$ cat src/rtl/calc_entry_ctrl.sv
// Keypad-entry sequencer for a two-operand BCD calculator.
// Steers digits into operand A/B shift registers, latches the operator,
// launches the ALU on '=' and selects the display source. The operand
// registers have no reset, so a clear shifts MAX_DIGITS zeros into both.
//
// state      | meaning
// -----------+-----------------------------------------------------------
// S_CLR_ALL  | shifting zeros into A and B, then optional pending digit
// S_ENTER_A  | collecting digits for operand A, display A
// S_ENTER_B  | collecting digits for operand B, display B
// S_WAIT_ALU | ALU launched, keys blocked until alu_done
// S_SHOW_RES | result displayed; a digit starts a new calculation
module calc_entry_ctrl #(
    parameter int MAX_DIGITS = 2,
    parameter int DIG_W      = 4
) (
    input  logic             i_clk,
    input  logic             i_rst,
    input  logic             i_key_valid,
    output logic             o_key_ready,
    input  logic [1:0]       i_key_type,
    input  logic [DIG_W-1:0] i_key_digit,
    input  logic [1:0]       i_key_op,
    input  logic             i_alu_done,
    output logic [DIG_W-1:0] o_shift_data,
    output logic             o_en_a,
    output logic             o_en_b,
    output logic [1:0]       o_op_code,
    output logic             o_alu_start,
    output logic [1:0]       o_disp_sel,
    output logic             o_digit_err
);

    localparam int CNT_W = $clog2(MAX_DIGITS + 1);
    localparam logic [CNT_W-1:0] CNT_MAX = CNT_W'(MAX_DIGITS);
    localparam logic [CNT_W-1:0] CNT_ONE = CNT_W'(1);
    localparam logic [DIG_W-1:0] DIG_MAX = DIG_W'(9);

    localparam logic [1:0] KEY_DIGIT = 2'b00;
    localparam logic [1:0] KEY_OP    = 2'b01;
    localparam logic [1:0] KEY_EQ    = 2'b10;
    localparam logic [1:0] KEY_CLR   = 2'b11;

    localparam logic [1:0] DISP_A   = 2'b00;
    localparam logic [1:0] DISP_B   = 2'b01;
    localparam logic [1:0] DISP_RES = 2'b10;

    typedef enum logic [2:0] {
        S_CLR_ALL  = 3'd0,
        S_ENTER_A  = 3'd1,
        S_ENTER_B  = 3'd2,
        S_WAIT_ALU = 3'd3,
        S_SHOW_RES = 3'd4
    } state_t;

    state_t           r_state;
    logic [CNT_W-1:0] r_clr_cnt;
    logic [CNT_W-1:0] r_cnt_a;
    logic [CNT_W-1:0] r_cnt_b;
    logic             r_pending;
    logic [DIG_W-1:0] r_pend_digit;
    logic [DIG_W-1:0] r_shift_data;
    logic             r_en_a;
    logic             r_en_b;
    logic [1:0]       r_op_code;
    logic             r_alu_start;
    logic [1:0]       r_disp_sel;
    logic             r_digit_err;
    logic             r_key_ready;

    state_t           w_state;
    logic [CNT_W-1:0] w_clr_cnt;
    logic [CNT_W-1:0] w_cnt_a;
    logic [CNT_W-1:0] w_cnt_b;
    logic             w_pending;
    logic [DIG_W-1:0] w_pend_digit;
    logic [DIG_W-1:0] w_shift_data;
    logic             w_en_a;
    logic             w_en_b;
    logic [1:0]       w_op_code;
    logic             w_alu_start;
    logic [1:0]       w_disp_sel;
    logic             w_digit_err;
    logic             w_key_ready;
    logic             w_accept;
    logic             w_digit_ok;
    logic             w_go_clear;

    assign w_accept   = i_key_valid & r_key_ready;
    assign w_digit_ok = (i_key_digit <= DIG_MAX);

    // State and all outputs registered; async reset returns everything to idle-clear.
    always_ff @(posedge i_clk or posedge i_rst) begin
        if (i_rst) begin
            r_state      <= S_CLR_ALL;
            r_clr_cnt    <= '0;
            r_cnt_a      <= '0;
            r_cnt_b      <= '0;
            r_pending    <= 1'b0;
            r_pend_digit <= '0;
            r_shift_data <= '0;
            r_en_a       <= 1'b0;
            r_en_b       <= 1'b0;
            r_op_code    <= 2'b00;
            r_alu_start  <= 1'b0;
            r_disp_sel   <= DISP_A;
            r_digit_err  <= 1'b0;
            r_key_ready  <= 1'b0;
        end else begin
            r_state      <= w_state;
            r_clr_cnt    <= w_clr_cnt;
            r_cnt_a      <= w_cnt_a;
            r_cnt_b      <= w_cnt_b;
            r_pending    <= w_pending;
            r_pend_digit <= w_pend_digit;
            r_shift_data <= w_shift_data;
            r_en_a       <= w_en_a;
            r_en_b       <= w_en_b;
            r_op_code    <= w_op_code;
            r_alu_start  <= w_alu_start;
            r_disp_sel   <= w_disp_sel;
            r_digit_err  <= w_digit_err;
            r_key_ready  <= w_key_ready;
        end
    end

    // Next-state and next-output decode; pulses default low, levels hold.
    always_comb begin
        w_state      = r_state;
        w_clr_cnt    = r_clr_cnt;
        w_cnt_a      = r_cnt_a;
        w_cnt_b      = r_cnt_b;
        w_pending    = r_pending;
        w_pend_digit = r_pend_digit;
        w_shift_data = r_shift_data;
        w_en_a       = 1'b0;
        w_en_b       = 1'b0;
        w_op_code    = r_op_code;
        w_alu_start  = 1'b0;
        w_disp_sel   = r_disp_sel;
        w_digit_err  = 1'b0;
        w_key_ready  = r_key_ready;
        w_go_clear   = 1'b0;

        case (r_state)
            S_CLR_ALL: begin
                w_key_ready = 1'b0;
                w_disp_sel  = DISP_A;
                if (r_clr_cnt < CNT_MAX) begin
                    w_en_a       = 1'b1;
                    w_en_b       = 1'b1;
                    w_shift_data = '0;
                    w_clr_cnt    = r_clr_cnt + CNT_ONE;
                    w_cnt_a      = '0;
                    w_cnt_b      = '0;
                end else if (r_pending) begin
                    // Digit typed over a result becomes the first digit of A.
                    w_en_a       = 1'b1;
                    w_shift_data = r_pend_digit;
                    w_cnt_a      = CNT_ONE;
                    w_pending    = 1'b0;
                end else begin
                    w_state     = S_ENTER_A;
                    w_key_ready = 1'b1;
                end
            end

            S_ENTER_A: begin
                if (w_accept) begin
                    case (i_key_type)
                        KEY_DIGIT: begin
                            if (w_digit_ok && (r_cnt_a < CNT_MAX)) begin
                                w_en_a       = 1'b1;
                                w_shift_data = i_key_digit;
                                w_cnt_a      = r_cnt_a + CNT_ONE;
                            end else begin
                                w_digit_err = 1'b1;
                            end
                        end
                        KEY_OP: begin
                            w_op_code  = i_key_op;
                            w_cnt_b    = '0;
                            w_state    = S_ENTER_B;
                            w_disp_sel = DISP_B;
                        end
                        KEY_CLR: w_go_clear = 1'b1;
                        default: ;
                    endcase
                end
            end

            S_ENTER_B: begin
                if (w_accept) begin
                    case (i_key_type)
                        KEY_DIGIT: begin
                            if (w_digit_ok && (r_cnt_b < CNT_MAX)) begin
                                w_en_b       = 1'b1;
                                w_shift_data = i_key_digit;
                                w_cnt_b      = r_cnt_b + CNT_ONE;
                            end else begin
                                w_digit_err = 1'b1;
                            end
                        end
                        KEY_OP: w_op_code = i_key_op;
                        KEY_EQ: begin
                            w_alu_start = 1'b1;
                            w_state     = S_WAIT_ALU;
                            w_key_ready = 1'b0;
                        end
                        KEY_CLR: w_go_clear = 1'b1;
                        default: ;
                    endcase
                end
            end

            S_WAIT_ALU: begin
                w_key_ready = 1'b0;
                if (i_alu_done) begin
                    w_state     = S_SHOW_RES;
                    w_disp_sel  = DISP_RES;
                    w_key_ready = 1'b1;
                end
            end

            S_SHOW_RES: begin
                if (w_accept) begin
                    case (i_key_type)
                        KEY_DIGIT: begin
                            if (w_digit_ok) begin
                                w_go_clear   = 1'b1;
                                w_pend_digit = i_key_digit;
                            end else begin
                                w_digit_err = 1'b1;
                            end
                        end
                        KEY_CLR: w_go_clear = 1'b1;
                        default: ;
                    endcase
                end
            end

            default: begin
                w_state     = S_CLR_ALL;
                w_clr_cnt   = '0;
                w_key_ready = 1'b0;
            end
        endcase

        // Any clear restarts the full zero sequence; only a digit over a result leaves a pending digit.
        if (w_go_clear) begin
            w_state     = S_CLR_ALL;
            w_clr_cnt   = '0;
            w_key_ready = 1'b0;
            w_disp_sel  = DISP_A;
            w_pending   = (r_state == S_SHOW_RES) && (i_key_type == KEY_DIGIT);
        end
    end

    assign o_key_ready  = r_key_ready;
    assign o_shift_data = r_shift_data;
    assign o_en_a       = r_en_a;
    assign o_en_b       = r_en_b;
    assign o_op_code    = r_op_code;
    assign o_alu_start  = r_alu_start;
    assign o_disp_sel   = r_disp_sel;
    assign o_digit_err  = r_digit_err;

endmodule

$ cat config.mk
export PLATFORM = sky130hd
export DESIGN_NAME = calc_entry_ctrl
export DESIGN_NICKNAME = d
export VERILOG_FILES = /design/src/rtl/calc_entry_ctrl.sv
export SDC_FILE = /design/constraint.sdc
export NUM_CORES = 1
export LEC_CHECK = 0
export ABC_CLOCK_PERIOD_IN_PS = 4910
export CAP_MARGIN = 20
export CORE_MARGIN = 4
export CORE_UTILIZATION = 30
export DETAILED_ROUTE_END_ITERATION = 8
export PLACE_DENSITY = 0.5
export SLEW_MARGIN = 20
export SYNTH_ARGS = -nofsm -noshare
export SYNTH_HDL_FRONTEND = slang
export SYNTH_SLANG_ARGS = --single-unit
export TNS_END_PERCENT = 1
$ cat constraint.sdc
create_clock -name i_clk -period 4.91 [get_ports i_clk]
set_clock_uncertainty 0.15 [all_clocks]
set_input_delay 0.982 -clock i_clk [delete_from_list [all_inputs] [get_ports i_clk]]
set_output_delay 0.982 -clock i_clk [all_outputs]
set_load 0.005 [all_outputs]
* Word level (Yosys, flattened, before mapping) *
Cells that the tools add are included.

storage, ports and cells
  bits in registers = 27
  input port bits = 12
  output and inout port bits = 13
  word-level logic and storage cells = 151

cells by class
  add/sub/neg operators = 3
  magnitude comparators = 4
  equal/unequal tests = 28
  mux-type cells = 79
  bitwise operators = 1
  reduce and logical (&&, ||, !) cells = 22

operators by type and width
  operator               count
  $mux W1                34
  $mux W2                17
  $mux W4                8
  $mux W3                8
  $ne A3 B3 Y1 const B   8
  $ne A2 B2 Y1 const B   10
  $reduce_and A8 Y1      2
  $pmux W3 S5            1
  $pmux W2 S3            2
  $pmux W4 S3            1
  $pmux W1 S2            4
  $pmux W2 S2            2
  $reduce_and A4 Y1      2
  $reduce_and A7 Y1      1
  $add A2 B1 Y2 const B  3
  $eq A3 B2 Y1 const B   2
  $lt A2 B2 Y1 const B   3
  $reduce_and A3 Y1      2
  $reduce_and A5 Y1      1
  $eq A2 B2 Y1 const B   2
  $le A4 B4 Y1 const B   1
  $ne A2 B1 Y1 const B   2
  $pmux W1 S4            1
  $reduce_and A2 Y1      2
  14 further kinds       18

* Logic depth before layout (Yosys ltp) *
Gate-level depths: netlist of the first run.

  depth in word-level cells = 7
  depth in mapped cells = 7
  gate-level depth less buffers = 6

* Least setup slack after synthesis of the first run *
No wires, ideal clock.

  path type = input port to flip-flop
  from = in i_key_type[0]
  to = reg r_shift_data[0], in the netlist o_shift_data[0]
  setup time = 125 ps
  arrival time = 2,092 ps
  required time = 4,635 ps
  slack = 2,544 ps
  cell stages on the path = 6
  buffers on the path = 0
  cell sequence = inv_1 ha_1 nand3_4 nor3_2 o32ai_4 mux2_2

between the ends
  cells in the longest elaborated chain, start to end = 3
  elaborated cells on any way between the ends = 4
  those cells by class = 2 x eq/ne; 2 x reduce/logical

RTL lines
  item                             RTL line  RTL
  start: declaration               21        input logic [1:0] i_key_type,
  $logic_not A2 Y1 (*)             170, 194
  $ne A2 B2 Y1 (no line)           --
  $reduce_and A8 Y1 (no line) (*)  --
  end signal: assignment           116       r_shift_data <= w_shift_data;
  end: declaration                 62        logic [DIG_W-1:0] r_shift_data;

Mark *: on every way between the ends. The rest lies on a longest branch, timed or not.
A chain may end at the register's enable or synchronous reset.

* Final worst setup path of the first run *
  from = in i_key_type[0]
  to = reg r_shift_data[2], in the netlist o_shift_data[2]

The elaborated chain is that of the path after synthesis.

==> results.md, run 1 <==
* Initial Util at 0.310
* Grt total ovfl at 0
* Residual DRC at 0
* RSZ-0062 raised after global routing: no
* Detailed-router iteration count before antenna repair at 4
* Outcome: completed
* Clock latency on the worst-skew pair at 0.28 ns
* WL per Instance at between 15 and 20 µm
* Final setup viols at 0
* Sequential-to-total area share from yosys stat at 0.424
* Slew HR at 0.533
* Die height at 80.9 µm
* Largest net degree at the start of global routing at 28
* Total track usage at 0.129
* Depth of the CTS H-tree at 1
* Max-cap viol count at 0
* Lkg Pwr at 0.000799 µW
* Crit Path Category: input pin to register
* Setup bufs post-CTS at 0
* Most area-hungry cell type in the Yosys netlist: dfrtp_1
* Routed Antenna Nets at 0
* Row cnt at 26
* P&R area growth vs syn at 20.2%
* Synth warn at 0
* Die width at ~81 µm
* Final hold violations at 0
* Routed vias at between 1000 and 1500
* CTS Buf Count at 3
* Number of port buffers at 24
* Setup crit end kind: register
* Initial DRC Count at 97
* Synthesized flop and latch total at 27
* Reg2reg end: r_state[1]
* Post-Synthesis Cells at about 160
* Final period util at 0.555
* FF-to-FF Start: r_state[1]
* Design Area, Final at approximately 1900 µm²
* # hold bufs at CTS at 0
* HPWL Detailed at 2760 µm
* Clock-pin slew on the worst setup and hold paths at 0.10 ns
* Worst hold path type: register to register
* CP arrival at ~2.8 ns
* Final setup TNS at 0 ns
* Worst Hold End: r_cnt_b[0]
* Diodes inserted at 0
* Worst-Margin Slew at 0.700 ns
* Most area-consuming cells after synthesis: dfrtp_1, mux2_2, o21ai_0
* Peak VDD IR at around 0.0001 V
* GPL Wtd Cong at around 0.79
* Post-cts resize count at 0
* Sink Count at 27
* Layout Nets at around 200
* FF-to-FF setup slack at ~2.4 ns
* Yosys top cell area share at 0.424
* Io pins at 25
* Post-synth net total at between 150 and 200
* Pins Over Slew Limit at 0
* Layout cells sized above 1 at 0.163
* Vias in the first global route at roughly 1300
* Fin util at 0.373
* Placed inst area at between 1500 and 2000 µm²
* CP Data Required Time at 4.93 ns
* Synthesized cell area at between 1500 and 2000 µm²
* Clock Root Buffer: clkbuf_8
* Crit path time final at approximately 2.7 ns
* PwrDens at between 150 and 200 nW/µm²
* Final WL at 3770 µm
* First-pass GRT wire length at 6550 µm
* Die area at 6550 µm²
* CTS tree: built
* Fmax at ~0.37 GHz
* Core Area at 5140 µm²
* Via density at 5.13
* Worst Reg-to-Reg Cells at 5
* HP Start: r_cnt_b[0]
* Clk buf depth at 2
* Worst Hold Depth at 1
* Avg Inst Size Synth at roughly 10 µm²
* Netlist cell types at 50
* Worst-path fanout max at 5
* CP startpoint kind: input pin
* Initial antenna violation count at 0
-- worst max-delay path by stage --
stage,endpoint,slack (ns),startpoint
final,o_shift_data[2],2.18,i_key_type[0]
after detailed placement,o_shift_data[2],1.86,i_key_type[0]
after global routing,o_shift_data[2],2.12,i_key_valid
after CTS,o_shift_data[2],2.18,i_key_type[0]
after floorplan,o_shift_data[0],2.54,i_key_type[0]
after global placement,o_shift_data[0],1.94,i_key_type[0]
-- state kept, by name (all words and copies together), names as in the netlist --
signal / cells
o_key_ready: 1
r_clr_cnt: 2
o_digit_err: 1
o_en_a: 1
r_cnt_b: 2
r_pending: 1
r_state: 3
o_op_code: 2
o_en_b: 1
o_shift_data: 4
o_disp_sel: 2
r_pend_digit: 4
r_cnt_a: 2
o_alu_start: 1
-- layer usage --
layer / vias up / share of wire / GRT usage
met5: - / 0 / 0
met4: 0 / 0.0061 / 0.0304
met1: 633 / 0.46 / 0.173
met3: 2 / 0.038 / 0.0255
li1: 612 / - / -
met2: 26 / 0.49 / 0.213
-- cell families after synthesis --
kind of cell | share of synthesized area
AOI/OAI and AO/OA | 0.200
and+or+nand+nor | 0.218
DFF | 0.424
buffers and inverters | 0.0502
muxes | 0.0769
adders and majority gates | 0.0314
-- power breakdown --
part	switching [µW]	leakage [µW]	internal, µW
registers	0	0.000357	222
logic	12.5	0.000420	11.1
clock network	77.0	0.0000217	57.7
-- cell usage after synthesis, drive strengths merged --
cell type	n
dfrtp	27
nand2	13
nor2	13
o21ai	13
mux2	10
a21oi	8
buf	7
inv	7
nor3	7
nand3	6
nand2b	5
and3	4
ha	4
a21o	2
a22o	2
and2	2
clkbuf	2
nor2b	2
nor4	2
o211ai	2
o221a	2
o221ai	2
a22oi	1
a31oi	1
a32o	1
mux2i	1
nand3b	1
nand4	1
nor3b	1
nor4b	1
o2111a	1
o211a	1
o21a	1
o22ai	1
o2bb2ai	1
o311ai	1
o32ai	1
or3	1
or3b	1
-- layout by cell type (no fill, tap or decap), drive strengths merged, types with 2 or more instances in the layout --
master and instances:
dfrtp 27, clkdlybuf4s50 24, nand2 13, o21ai 13
nor2 13, mux2 10, a21oi 8, inv 7
nor3 7, nand3 6, nand2b 5, and3 4
ha 4, clkbuf 3, and2 2, nor2b 2
o211ai 2, a21o 2, a22o 2, o221ai 2
o221a 2, nor4 2
-- through the flow --
step                      hold WS [ns]  cells  power (µW)  setup slack [ns]
final                            0.347    248         381              2.18
after global routing             0.372    248         403              2.12
after detailed placement         0.329    244         251              1.86
after CTS                        0.344    248         387              2.18
after global placement           0.320    244         250              1.94
after floorplan                  0.305    159         237              2.54
-- cell type report --
cell class                 count  area [µm²]
sequential                    27         676
multi-input combinational    116         840
inverter                       7        26.3
timing repair buffer          24         240
tap                           70        87.6
fill                         560        3220
clock buffer                   3        41.3
clock inverter                 1        7.51
-- critical path, stage by stage --
cell and delay (ns):
clkdlybuf4s50_1 0.51, inv_1 0.08, ha_1 0.28, nand3_4 0.12, nor3_2 0.07, o32ai_4 0.34
mux2_2 0.37
Note: power is estimated with default switching activity, not from simulation.
==> run 2: changes to the inputs <==
--- a/config.mk
+++ b/config.mk
@@ -5,12 +5,12 @@
 export SDC_FILE = /design/constraint.sdc
 export NUM_CORES = 1
 export LEC_CHECK = 0
-export ABC_CLOCK_PERIOD_IN_PS = 4910
+export ABC_CLOCK_PERIOD_IN_PS = 2300
 export CAP_MARGIN = 20
 export CORE_MARGIN = 4
 export CORE_UTILIZATION = 30
 export DETAILED_ROUTE_END_ITERATION = 8
-export PLACE_DENSITY = 0.5
+export PLACE_DENSITY = 0.51
 export SLEW_MARGIN = 20
 export SYNTH_ARGS = -nofsm -noshare
 export SYNTH_HDL_FRONTEND = slang
==> constraint.sdc (replaced) <==
create_clock -name i_clk -period 2.3 [get_ports i_clk]
set_clock_uncertainty 0.15 [all_clocks]
set_input_delay 0.46 -clock i_clk [delete_from_list [all_inputs] [get_ports i_clk]]
set_output_delay 0.46 -clock i_clk [all_outputs]
set_load 0.005 [all_outputs]
==> run 2 against run 1 <==
Compared with the run above: clock-buffer cell count up 1; register-to-register slack worse by 2.2 ns; final area grew 7.6%; sequential cell count did not move; non-clock buffer count increased by 20; core utilization rose by 2.8 points; hold slack better by 0.014 ns; first-iteration DRC count up 7.2%; critical path depth unchanged; final cell count is 8.1% higher; clock power grew 110%; sequential power rose by 110%; critical endpoint is now o_shift_data[3].
==> results.md, run 2 (same netlist as run 1, synthesis figures left out) <==
* Outcome: completed
* Most frequent cells in the layout: dfrtp_1, clkdlybuf4s50_1, buf_4, nand2_1
* Fin util at 0.402 (+0.0285)
* Worst-path fanout max at 5 (unchanged)
* CP arrival at 2.14 ns (-0.61 ns)
* Hold Slack at 0.362 ns (+0.0144 ns)
* Crit path cell chain: clkdlybuf4s50_1, inv_1, ha_1, nand3_4, nor3_2, o32ai_4, mux2_2
* Final setup TNS at 0 ns (unchanged)
* Pins Over Slew Limit at 0 (unchanged)
* Initial DRC Count at 104 (+7.2%)
* Critical Path Stages at 7 (unchanged)
* Crit path launch: i_key_type[0]
* Sink Count at 27 (unchanged)
* RSZ-0062 raised after global routing: no
* Final WL at 3850 µm (+1.9%)
* Die height at 80.9 µm (unchanged)
* Worst Reg-to-Reg Cells at 6 (+1)
* Core Area at 5140 µm² (unchanged)
* Max incr delay on CP at 0.48 ns (-0.03 ns)
* Lkg Pwr at 0.000900 µW (+13%)
* Fmax at ~0.47 GHz
* Reg2reg end: r_state[1]
* P&R area growth vs syn at 29.4%
* Tot Pwr at 820 µW (+120%)
* FF-to-FF setup slack at 0.21 ns (-2.21 ns)
* Crit path to: o_shift_data[3]
* Slowest CP cell: clkdlybuf4s50_1
* Vias in the first global route at 1430 (+7.0%)
* First-pass GRT wire length at 6610 µm (+0.95%)
* Initial antenna violation count at 0 (unchanged)
* HPWL Detailed at 2960 µm (+7.1%)
* Delay-heaviest family, CP: buffers and inverters
* Die width at 80.9 µm (unchanged)
* Detailed-router iteration count before antenna repair at 4 (unchanged)
* FF-to-FF Start: r_state[1]
* Crit Path Category: input pin to register
* Residual DRC at 0 (unchanged)
* Number of port buffers at 24 (unchanged)
* Setup bufs post-CTS at 0 (unchanged)
* Slew HR at 0.697 (+0.163)
* CTS tree: built
* Die area at 6550 µm² (unchanged)
* CP startpoint kind: input pin
* Crit path time final at 2.13 ns
* Layout Nets at 215 (+10%)
* Largest net degree at the start of global routing at 28 (unchanged)
* Io pins at 25 (unchanged)
* GPL Wtd Cong at 0.837 (+6.1%)
* Clk buf depth at 2 (unchanged)
* Initial Util at 0.310 (unchanged)
* Clock-pin slew on the worst setup and hold paths at 0.10 ns (about the same)
* Row cnt at 26 (unchanged)
* Via density at 4.97 (-3.2%)
* Clock latency on the worst-skew pair at 0.28 ns (about the same)
* Grt total ovfl at 0 (unchanged)
* Max-cap viol count at 0 (unchanged)
* Routed vias at 1332 (+4.6%)
* Diodes inserted at 0 (unchanged)
* Layout cells sized above 1 at 0.237 (+0.0745)
* Final setup viols at 0 (unchanged)
* CP Data Required Time at 2.32 ns (-2.61 ns)
* Worst-Margin Slew at 0.455 ns (-0.245 ns)
* Final period util at 0.925
* Clock Root Buffer: clkbuf_8
* Final hold violations at 0 (unchanged)
* CP bufs+invs at 2 (unchanged)
* Worst hold path type: register to register
* # hold bufs at CTS at 0 (unchanged)
* Routed Antenna Nets at 0 (unchanged)
* Depth of the CTS H-tree at 1 (unchanged)
* Commonest non-fill, non-tap cell in the layout: dfrtp_1
* CTS Buf Count at 3 (unchanged)
* FILL cells at 540 (-3.6%)
* WL per Instance at 14.4 µm (-5.7%)
* Peak VDD IR at 0.000236 V (+130%)
* PwrDens at 397 nW/µm² (+100%)
* Post-cts resize count at 0 (unchanged)
* Setup crit end kind: register
* Total track usage at 0.131 (+0.00184)
run 2: changes by cell type in the layout (fill, tap and decap cells not counted), sizes merged:
cell / delta
clkinvlp: -1
clkbuf: +1
buf: +20
run 2: layout make-up:
class,instances,area [µm²],share of cell area
timing repair buffer,44,390,0.189
sequential,27,676,0.327
inverter,7,26.3,0.0127
clock buffer,4,45.0,0.0218
tap,70,87.6,0.0424
multi-input combinational,116,840,0.407
run 2: per-layer routing:
layer / vias to the layer above / GRT usage / wire length, µm
li1: 650 / - / -
met1: 647 / 0.165 / 1760
met2: 31 / 0.217 / 1800
met3: 4 / 0.0244 / 210
met4: 0 / 0.0574 / 75
met5: - / 0 / 0
run 2: worst min path at each step:
stage	from	endpoint	slack, ns	depth (start not counted)
after floorplan	r_cnt_b[0]	r_cnt_b[0]	0.31	1
after global placement	r_cnt_b[0]	r_cnt_b[0]	0.32	1
after detailed placement	o_disp_sel[1]	o_disp_sel[1]	0.34	1
after CTS	r_cnt_b[0]	r_cnt_b[0]	0.36	1
after global routing	o_disp_sel[1]	o_disp_sel[1]	0.39	1
final	o_disp_sel[1]	o_disp_sel[1]	0.36	1
run 2: stage by stage:
stage | instance area, µm² | std cells | worst slack, ns
after floorplan | 1600 | 159 | 0.456
after global placement | 2020 | 264 | -0.0727
after detailed placement | 2020 | 264 | -0.151
after CTS | 2060 | 268 | 0.160
after global routing | 2060 | 268 | 0.0892
final | 2060 | 268 | 0.173
run 2: report_power, final:
| part | internal, µW | switching (µW) | leakage, µW |
|---|---|---|---|
| Sequential | 474 | 0 | 0.000357 |
| Clock | 125 | 158 | 0.0000228 |
| Combinational | 33.3 | 29.1 | 0.000521 |
| Total | 632 | 187 | 0.000900 |
